$ cat src/rtl/log2lin_pkg.sv
// Shared constants and stage payload types for the log2lin antilog pipeline.
package log2lin_pkg;

  // 2^(k/4) in Q1.12, plus the k=4 endpoint used for the last delta.
  localparam int T0    = 4096;
  localparam int T1    = 4871;
  localparam int T2    = 5793;
  localparam int T3    = 6889;
  localparam int T_END = 8192;

  localparam int FRAC_W    = 13;
  localparam int IDX_W     = 2;
  localparam int REM_W     = 11;
  localparam int EXP_W_DEF = 4;

  typedef struct packed {
    logic [FRAC_W-1:0]    base;
    logic [REM_W-1:0]     delta;
    logic [REM_W-1:0]     r;
    logic [EXP_W_DEF-1:0] e;
  } s1_payload_t;

  typedef struct packed {
    logic [FRAC_W-1:0]    y;
    logic [EXP_W_DEF-1:0] e;
  } s2_payload_t;

endpackage

$ cat src/rtl/lut_exp_2to13.sv
// Combinational 4-entry 2^(k/4) table: base value and distance to the next entry.
module lut_exp_2to13
  import log2lin_pkg::*;
(
  input  logic [IDX_W-1:0]  idx,
  output logic [FRAC_W-1:0] base,
  output logic [REM_W-1:0]  delta
);

  always_comb begin
    base  = FRAC_W'(T0);
    delta = REM_W'(T1 - T0);
    unique case (idx)
      2'd0: begin base = FRAC_W'(T0); delta = REM_W'(T1 - T0);    end
      2'd1: begin base = FRAC_W'(T1); delta = REM_W'(T2 - T1);    end
      2'd2: begin base = FRAC_W'(T2); delta = REM_W'(T3 - T2);    end
      2'd3: begin base = FRAC_W'(T3); delta = REM_W'(T_END - T3); end
      default: ;
    endcase
  end

endmodule

$ cat src/rtl/log2lin_pipe.sv
// Three-stage elastic antilog pipeline: lookup, interpolate, scale by 2^e.
// LOG2LIN_INTERP_EN enables linear interpolation in S2; otherwise S2 passes the table base.
module log2lin_pipe
  import log2lin_pkg::*;
#(
  parameter int EXP_W  = EXP_W_DEF,
  parameter int FRAC_W = log2lin_pkg::FRAC_W,
  parameter int OUT_W  = 2**EXP_W - 1 + 13
) (
  input  logic                    clk,
  input  logic                    reset,
  input  logic                    in_val,
  output logic                    in_rdy,
  input  logic [EXP_W+FRAC_W-1:0] in_log,
  output logic                    out_val,
  input  logic                    out_rdy,
  output logic [OUT_W-1:0]        out_lin
);

  logic        s1_val, s2_val, s3_val;
  logic        s1_adv, s2_adv, s3_adv;
  s1_payload_t s1_q, s1_d;
  s2_payload_t s2_q, s2_d;

  logic [FRAC_W-1:0] lut_base;
  logic [REM_W-1:0]  lut_delta;

  // Each stage may load when it is empty or its content moves on this cycle.
  assign s3_adv  = !s3_val || out_rdy;
  assign s2_adv  = !s2_val || s3_adv;
  assign s1_adv  = !s1_val || s2_adv;
  assign in_rdy  = !s1_val || s1_adv;
  assign out_val = s3_val;

  lut_exp_2to13 u_lut (
    .idx   (in_log[FRAC_W-1 -: IDX_W]),
    .base  (lut_base),
    .delta (lut_delta)
  );

  always_comb begin
    s1_d       = '0;
    s1_d.base  = lut_base;
    s1_d.delta = lut_delta;
    s1_d.r     = in_log[REM_W-1:0];
    s1_d.e     = in_log[FRAC_W +: EXP_W];
  end

`ifdef LOG2LIN_INTERP_EN
  logic [2*REM_W-1:0] prod;
  assign prod = s1_q.delta * s1_q.r;

  always_comb begin
    s2_d   = '0;
    s2_d.y = s1_q.base + FRAC_W'(prod[2*REM_W-1:REM_W]);
    s2_d.e = s1_q.e;
  end
`else
  always_comb begin
    s2_d   = '0;
    s2_d.y = s1_q.base;
    s2_d.e = s1_q.e;
  end
`endif

  always_ff @(posedge clk or posedge reset) begin
    if (reset) begin
      s1_val <= 1'b0;
      s1_q   <= '0;
    end else if (s1_adv) begin
      s1_val <= in_val;
      if (in_val) s1_q <= s1_d;
    end
  end

  always_ff @(posedge clk or posedge reset) begin
    if (reset) begin
      s2_val <= 1'b0;
      s2_q   <= '0;
    end else if (s2_adv) begin
      s2_val <= s1_val;
      if (s1_val) s2_q <= s2_d;
    end
  end

  // y < 8192 and e <= 2^EXP_W-1, so the shifted value always fits OUT_W.
  always_ff @(posedge clk or posedge reset) begin
    if (reset) begin
      s3_val  <= 1'b0;
      out_lin <= '0;
    end else if (s3_adv) begin
      s3_val <= s2_val;
      if (s2_val) out_lin <= OUT_W'(s2_q.y) << s2_q.e;
    end
  end

endmodule

$ cat config.mk
export PLATFORM = sky130hd
export DESIGN_NAME = log2lin_pipe
export DESIGN_NICKNAME = d
export VERILOG_FILES = /design/src/rtl/log2lin_pkg.sv /design/src/rtl/lut_exp_2to13.sv /design/src/rtl/log2lin_pipe.sv
export SDC_FILE = /design/constraint.sdc
export NUM_CORES = 1
export LEC_CHECK = 0
export ABC_CLOCK_PERIOD_IN_PS = 3860
export BUFFER_PORTS_ARGS = -buffer_cell sky130_fd_sc_hd__buf_4
export CORE_MARGIN = 3
export CORE_UTILIZATION = 45
export DETAILED_ROUTE_END_ITERATION = 10
export PLACE_DENSITY = 0.67
export SLEW_MARGIN = 20
export SYNTH_ARGS = -nofsm -noshare
export SYNTH_HDL_FRONTEND = slang
export SYNTH_SLANG_ARGS = --single-unit
$ cat constraint.sdc
create_clock -name clk -period 3.86 [get_ports clk]
set_clock_uncertainty 0.05 [all_clocks]
set_input_delay 0.386 -clock clk [delete_from_list [all_inputs] [get_ports clk]]
set_output_delay 0.386 -clock clk [all_outputs]
set_load 0.01 [all_outputs]
# Word-level counts from Yosys, hierarchy flattened

Index checks and enable logic that the tools add are counted.

Memory bits (writable): 0
Bits in latches: 0
Word-level logic and storage cells: 24
Memory bits (read-only): 0
Flip-flop bits (word level): 65
Input port bits: 21
Memories: 0

Bitwise gates (word level): 0
Muxes and demuxes: 1
Equal/unequal tests: 3
$mul: 0
Order comparisons: 0
Div/mod/pow operators: 0
Reductions and logical operators: 11
$add $sub $neg: 0
Shift operators: 1

Operators with widths:

| kind                                           | number |
|---|---|
| case mux 13 bit (4 select lines)               | 1 |
| left shift 13 x 4 -> 28 bit                    | 1 |
| AND reduction 2 bit                            | 3 |
| == test 2 bit (second input constant)          | 2 |
| logical OR 1 bit                               | 4 |
| logical NOT 1 bit                              | 3 |
| == test 2 x 1 -> 1 bit (second input constant) | 1 |
| logical NOT 2 bit                              | 1 |

# Logic depth before layout (Yosys ltp)

Gate-level depths: netlist of run 1.

Depth in word-level cells: 5
Depth in mapped cells: 7
Depth with buffers taken out: 4

# Cells and area by module

A second synthesis of run 1 with hierarchy kept.

Cells, all modules: 283
Area total of the unflattened synthesis: 3319.4 um^2

Modules (own cells, without submodules):

| module        | times used | sequential area each (um^2) | area each (um^2) | cells each |
|---|---|---|---|---|
| log2lin_pipe  | 1          | 1626.6                      | 3103.0           | 254 |
| lut_exp_2to13 | 1          | 0.0                         | 216.5            | 29 |

# Least setup slack after synthesis of run 1

No wires, ideal clock.

Kind: register to register
Start: register s2_q[1] (netlist name)
End: register out_lin[11]
Setup slack: 2115 ps
Stages on the path, launching flop included: 5
Data arrival time: 1569 ps
Buffers on the path: 1
Cell sequence: dfrtp_1 -> buf_6 -> mux2_4 -> mux4_2 -> a221o_1

Cells in the longest elaborated chain, start to end: 1

Ends and longest elaborated chain:

| item                        | line               | text |
|---|---|---|
| from (decl)                 | log2lin_pipe.sv:23 | `s2_payload_t s2_q, s2_d;` |
| from (signal assigned)      | log2lin_pipe.sv:79 | `s2_q <= '0;` |
| from (signal assigned)      | log2lin_pipe.sv:82 | `if (s1_val) s2_q <= s2_d;` |
| left shift 13 x 4 -> 28 bit | log2lin_pipe.sv:93 | `if (s2_val) out_lin <= OUT_W'(s2_q.y) << s2_q.e;` |
| to (signal assigned)        | log2lin_pipe.sv:93 |  |
| to (decl)                   | log2lin_pipe.sv:17 | `output logic [OUT_W-1:0] out_lin` |

Every way passes these cells.
A chain may end at the register's enable or synchronous reset.

# Worst setup path in the final report of run 1

Start: register s2_q[0] (netlist name)
End: register out_lin[9]

The elaborated chain is that of the path after synthesis.

==> results of run 1 <==
## worst max-delay path by stage
stage / endpoint / depth (start not counted)
5_1_grt: out_lin[9] / 3
3_5_place_dp: out_lin[9] / 3
3_3_place_gp: out_lin[9] / 3
2_1_floorplan: out_lin[11] / 4
6_report: out_lin[9] / 3
4_1_cts: out_lin[9] / 3
## worst max-delay path: cells and delay by family, from the launching register on
kind	cells	cell delay [ns]
AOI/OAI and AO/OA	1	0.32
muxes	2	0.91
DFF	1	0.98
## through the flow
stage / area (um2) / utilization [%] / hold slack [ns] / total power, mW / cells
2_1_floorplan: 2570 / - / 0.380 / 1.31 / 241
3_3_place_gp: 2870 / 54.2 / 0.395 / 1.57 / 334
3_5_place_dp: 2870 / 54.2 / 0.400 / 1.59 / 334
4_1_cts: 2940 / 55.5 / 0.229 / 1.87 / 340
5_1_grt: 2950 / 55.5 / 0.242 / 1.99 / 340
6_report: 2950 / 55.5 / 0.180 / 1.85 / 340
## cell families (layout without fill, tap and decap cells)
| logic type | Yosys count | count (layout) |
|---|---|---|
| simple gates | 77 | 77 |
| compound gates | 57 | 57 |
| flops | 51 | 51 |
| mux | 32 | 32 |
| buf+inv | 23 | 52 |
| xor+xnor | 1 | 1 |
## Yosys cell counts (all sizes together)
master / number
a211o: 1
a211oi: 1
a21bo: 1
a21o: 1
a21oi: 8
a221o: 4
a22o: 5
a22oi: 1
a2bb2oi: 4
a311oi: 1
a31oi: 3
and2: 2
and3: 1
and3b: 2
buf: 9
clkbuf: 8
clkinv: 1
dfrtp: 51
inv: 5
mux2: 22
mux2i: 5
mux4: 5
nand2: 35
nand2b: 7
nand3: 7
nand3b: 1
nand4: 2
nand4b: 1
nor2: 8
nor2b: 5
nor3: 2
nor3b: 1
nor4: 1
o211ai: 1
o21ai: 20
o221ai: 2
o22a: 1
o31ai: 2
o32ai: 1
or2: 1
or3: 1
xnor2: 1
## power by group through the flow
stage                     clock, mW  sequential (mW)  combinational [mW]
after floorplan                   0            0.808               0.507
after global routing          0.311            0.874               0.805
final                         0.280            0.848               0.724
after global placement            0            0.855               0.716
after CTS                     0.290            0.849               0.732
after detailed placement          0            0.861               0.729
## sequential cells by signal (all words and copies together), names as in the netlist
signal   count
out_lin     28
s2_val       1
out_val      1
s1_val       1
s2_q        10
s1_q        10
## cell type report
class | count | area, um2
clock buffers | 6 | 72.6
fillers | 487 | 2360
inverters | 6 | 23.8
multi-input cells | 167 | 1180
flip-flops and latches | 51 | 1280
well taps | 70 | 87.6
repair buffers | 40 | 300
## layer usage
metal  global-route usage (%)  part of all wire (%)  vias up
met5                        0                     0        -
met4                     4.56                  0.84        0
met3                     3.40                   4.8        6
met2                     26.6                    46       51
met1                     24.3                    48      916
li1                         -                     -      923
==> results.py, run 1 <==
metrics = {
    "synthesis": {
        "netlist_area_um2": 2570,
        "synth_area_per_cell_um2": 10.6,
        "synth_compound_area_share_pct": 15.0,
        "synthAdderAreaFrac_pct": 0,
        "synth-xor-area-share_pct": 0.341,
        "syn-num-nets": 262,
        "synth_top_area_cell": "dfrtp_1",
        "synth_area_leaders": "dfrtp_1, mux2_2, nand2_1",
        "ys_types": 47,
        "yosys_warnings": 0,
        "synth_top_family_by_area": "multiplexers",
        "ys_ff_latch": 51,
        "synth_top_area_share_pct": 49.7,
        "synth_cells": 241,
        "synth_mux_area_share_pct": 16.3,
        "synthSimpleGateAreaFrac_pct": 14.5,
        "yosysSeqAreaShare_pct": 49.7,
    },
    "clock_network": {
        "htree_levels": 2,
        "hold_buffers": 0,
        "clk_pin_slew_ns": 0.08,
        "clock-root-buffer": "clkbuf_8",
        "cts_sinks": 51,
        "clk_path_buf_depth": 2,
        "post_cts_resized": 0,
        "cts_inserted_buffers": 5,
        "post_cts_buffers": 0,
        "tritoncts": "yes",
        "clk_latency_ns": 0.30,
    },
    "power": {
        "internal_power_mw": 1.18,
        "netSwitchingPower_uw": 669,
        "pwr-share-seq_pct": 45.8,
        "vdd_drop_max_mv": 0.278,
        "comb_power_share_pct": 39.1,
        "cellLeakagePower_nw": 1.33,
        "clockPowerShare_pct": 15.1,
        "switching_share_pct": 36.1,
        "p_per_area_nw_per_um2": 629,
    },
    "place": {
        "port_buffers": 39,
        "dp_hpwl_mm": 3.76,
        "gp_congestion": 0.858,
        "place_ws_ns": 1.48,
    },
    "die": {
        "die_x_um": 81.5,
        "initial_core_util_pct": 48.4,
        "die_area_um2": 6640,
        "rows": 26,
        "ios": 51,
        "core_um2": 5300,
        "die_h_um": 81.5,
    },
    "timing": {
        "fmaxAchievable_ghz": 0.420,
        "fin_crit_ns": 2.38,
        "final_max_slew_viol_count": 0,
        "tightest_slew_ns": 0.968,
        "hold_viol": 0,
        "period_share_pct": 61.6,
        "slew-limit-headroom_pct": 35.5,
        "finalSetupViolCount": 0,
        "setup-tns-final_ns": 0,
        "rsz0062_at_grt": "no",
        "setup_slack_ns": 1.48,
    },
    "worst_setup_path": {
        "rr_endpoint": "out_lin[9]",
        "crit_path_max_incr_delay_ns": 0.98,
        "crit_path_end_kind": "register",
        "worst_ep_required_time_ns": 3.99,
        "arrival_ns": 2.51,
        "crit_path_start_kind": "register",
        "path_class": "reg2reg",
        "reg2regPathDepth": 3,
        "startpoint": "s2_q[0]",
        "worst-path-max-fanout": 31,
        "crit_chain": "mux4_2 -> mux2_2 -> a221o_1",
        "slowest_stage": "dfrtp_1",
        "reg2reg_slack_ns": 1.48,
        "rr_startpoint": "s2_q[0]",
    },
    "global_route": {
        "grt_overflow_total": 0,
        "grt_antenna_before_repair": 0,
        "grt_pass1_vias": 1684,
        "groute.usage.overall_pct": 17.1,
        "grt_start_max_net_pins": 52,
        "grt_first_pass_wirelength_mm": 8.71,
    },
    "detailed_routing": {
        "drt-total-wl_mm": 5.26,
        "routed_via_density": 5.58,
        "drcViolationCount": 0,
        "dr.pass1.iters": 4,
        "postRouteAntennaNets": 0,
        "via_count": 1896,
        "drtIter0Drc": 113,
        "wl_per_cell_um": 15.5,
    },
    "final_layout": {
        "mostFrequentLayoutCells": "dfrtp_1, buf_4, nand2_1",
        "final_common_cell": "dfrtp_1",
        "nNetsFinal": 292,
        "diodes": 0,
        "drive_above_1_share_pct": 27.8,
        "area_delta_synth_final_pct": 14.8,
    },
    "run_status": {
        "outcome": "finished clean",
    },
    "min_path": {
        "min_path_type": "in2async",
    },
    "flow_run": {
        "drv_cap": 0,
    },
}
Power figures use the tool's default switching activity.
==> run 2, diff against run 1 <==
- ABC_AREA: unset -> 1
- ABC_CLOCK_PERIOD_IN_PS: 3860 -> 2400
- PLACE_DENSITY: 0.67 -> 0.68
- clock period: 3.86 -> 2.4 ns (I/O delays scaled with it)
==> results.py, run 2 <==
metrics = {
    "run_status": {
        "outcome": "finished clean",
    },
    "min_path": {
        "holdPathEnd": "s1_q[0]",
        "min_path_type": "in2reg",
        "min_path_cells": 3,
        "hold_start": "in_log[13]",
    },
    "synthesis": {
        "synthArstFlopShare_pct": 100,
        "synth_edf_count": 0,
        "ys_ff_latch": 51,
        "yosys_warnings": 0,
        "yosysMostFrequentCell": "nand2_1",
        "synth_area_per_cell_um2": 8.08,
        "yosys-top-cells-count": "nand2_1, nand3_1, dfrtp_1",
        "synth_ff_type": "dfrtp_1",
        "synth_top_area_cell": "dfrtp_1",
        "ys_types": 26,
        "synth_top_area_share_pct": 51.3,
        "synth_area_leaders": "dfrtp_1, nand2_1, nand3_1",
        "syn-num-nets": 329,
        "synth_cells": 308,
        "yosysSeqAreaShare_pct": 51.3,
        "netlist_area_um2": 2490,
    },
    "clock_network": {
        "clk_pin_slew_ns": 0.09,
        "clock-root-buffer": "clkbuf_8",
        "clk_path_buf_depth": 2,
        "htree_levels": 2,
        "post_cts_resized": 0,
        "cts_sinks": 51,
        "tritoncts": "yes",
        "cts_inserted_buffers": 5,
        "clk_latency_ns": 0.30,
    },
    "worst_setup_path": {
        "crit_path_start_kind": "register",
        "worst_ep_required_time_ns": 2.55,
        "arrival_ns": 1.73,
        "startpoint": "s2_q[1]",
        "path_class": "reg2reg",
        "rr_endpoint": "out_lin[7]",
        "reg2reg_slack_ns": 0.82,
        "reg2regPathDepth": 6,
        "rr_startpoint": "s2_q[1]",
        "worst-path-max-fanout": 15,
        "crit_path_end_kind": "register",
    },
    "final_layout": {
        "fill_cells": 499,
        "drive_above_1_share_pct": 19.7,
        "mostFrequentLayoutCells": "nand2_1, nand3_1, dfrtp_1",
        "largest_reg_flops": 28,
        "fin_cells": 415,
        "final_common_cell": "nand2_1",
        "stdcell_area_um2": 2940,
        "reg_top3": "out_lin (28), s1_q (10), s2_q (10)",
        "regMostFlops": "out_lin",
        "area_delta_synth_final_pct": 18.0,
        "nNetsFinal": 365,
        "diodes": 0,
    },
    "timing": {
        "final_max_slew_viol_count": 0,
        "tightest_slew_ns": 0.525,
        "period_share_pct": 65.9,
        "fin_crit_ns": 1.58,
        "fmaxAchievable_ghz": 0.633,
        "slew-limit-headroom_pct": 64.9,
        "setup-tns-final_ns": 0,
        "rsz0062_at_grt": "no",
        "finalSetupViolCount": 0,
        "hold_viol": 0,
    },
    "global_route": {
        "grt_start_max_net_pins": 52,
        "grt_first_pass_wirelength_mm": 9.07,
        "groute.usage.overall_pct": 17.9,
        "grt_antenna_before_repair": 0,
        "grt_pass1_vias": 1928,
        "grt_overflow_total": 0,
    },
    "place": {
        "dpl-instance-area_um2": 2800,
        "gp_congestion": 0.912,
        "dp.cells": 406,
        "dp_hpwl_mm": 3.79,
        "port_buffers": 39,
    },
    "flow_run": {
        "drv_cap": 0,
    },
    "detailed_routing": {
        "routed_via_density": 4.90,
        "drcViolationCount": 0,
        "wl_per_cell_um": 12.4,
        "drt-total-wl_mm": 5.13,
        "dr.pass1.iters": 4,
        "drtIter0Drc": 118,
        "postRouteAntennaNets": 0,
        "via_count": 2035,
    },
    "die": {
        "initial_core_util_pct": 47.5,
        "rows": 26,
        "die_h_um": 80.4,
        "die_area_um2": 6460,
        "core_um2": 5240,
        "ios": 51,
        "die_x_um": 80.4,
    },
    "power": {
        "cellLeakagePower_nw": 1.56,
        "vdd_drop_max_mv": 0.416,
        "p_per_area_nw_per_um2": 1210,
    },
}
[run 2: cell count changes after synthesis, moves of 8 or more]
cell	previous run	this run
nand3_1	7	52
mux2_2	20	0
o21ai_0	19	9
clkbuf_1	8	0
nand2_1	35	122
inv_1	5	14
[run 2: final cells by class]
class | instances | area [um2] | area share [%]
Tap cell | 70 | 87.6 | 2.98
Multi-Input combinational cell | 224 | 1030 | 35.0
Timing Repair Buffer | 44 | 345 | 11.7
Clock inverter | 2 | 60.1 | 2.04
Sequential cell | 51 | 1280 | 43.4
Inverter | 18 | 70.1 | 2.38
Clock buffer | 6 | 72.6 | 2.47
[run 2: worst max-delay path: stages (launching register included)]
cell and delay, ns:
dfrtp_1 0.63, inv_2 0.23, nand3_1 0.16, and2_1 0.16, nand2_1 0.07, nand3_1 0.12
nand2_1 0.05
[run 2: timing repair]
action | CTS | global route
hold buffers | 1 | 0
endpoints found under the hold margin | 51 | 0
setup buffers | 0 | 0
[run 2: logic make-up after synthesis]
| kind of cell | after synthesis | synth area share [%] |
|---|---|---|
| compound gates | 27 | 7.19 |
| buf+inv | 33 | 7.49 |
| flops | 51 | 51.3 |
| simple gates | 197 | 34.1 |
[run 2: worst max path at each step]
| stage | endpoint | slack, ns | cells after the start |
|---|---|---|---|
| 2_1_floorplan | out_lin[0] | 0.88 | 1 |
| 3_3_place_gp | out_lin[15] | 0.82 | 6 |
| 3_5_place_dp | out_lin[7] | 0.84 | 6 |
| 4_1_cts | out_lin[7] | 0.82 | 6 |
| 5_1_grt | out_lin[19] | 0.63 | 6 |
| 6_report | out_lin[7] | 0.82 | 6 |
[run 2: through the flow]
stage	power [mW]	setup WS [ns]	hold slack [ns]	util (%)
floorplan	2.42	0.880	0.300	-
CTS	3.60	0.824	0.0720	56.1
global placement	2.89	0.818	0.260	53.4
global route	3.87	0.635	0.0815	56.1
finish	3.57	0.819	0.0801	56.1
detailed placement	2.91	0.840	0.262	53.4
[run 2: metal layers]
layer  vias up  track usage (%)  part of all wire, %
li1       1060                -                    -
met1       920             24.6                   47
met2        46             29.4                   47
met3         9             2.80                  4.4
met4         0             5.07                  1.4
met5         -                0                    0
[run 2: report_power, final]
group / internal [mW] / total [mW] / switching (mW)
Clock: 0.417 / 0.694 / 0.277
Combinational: 0.597 / 1.54 / 0.939
Sequential: 1.13 / 1.34 / 0.206
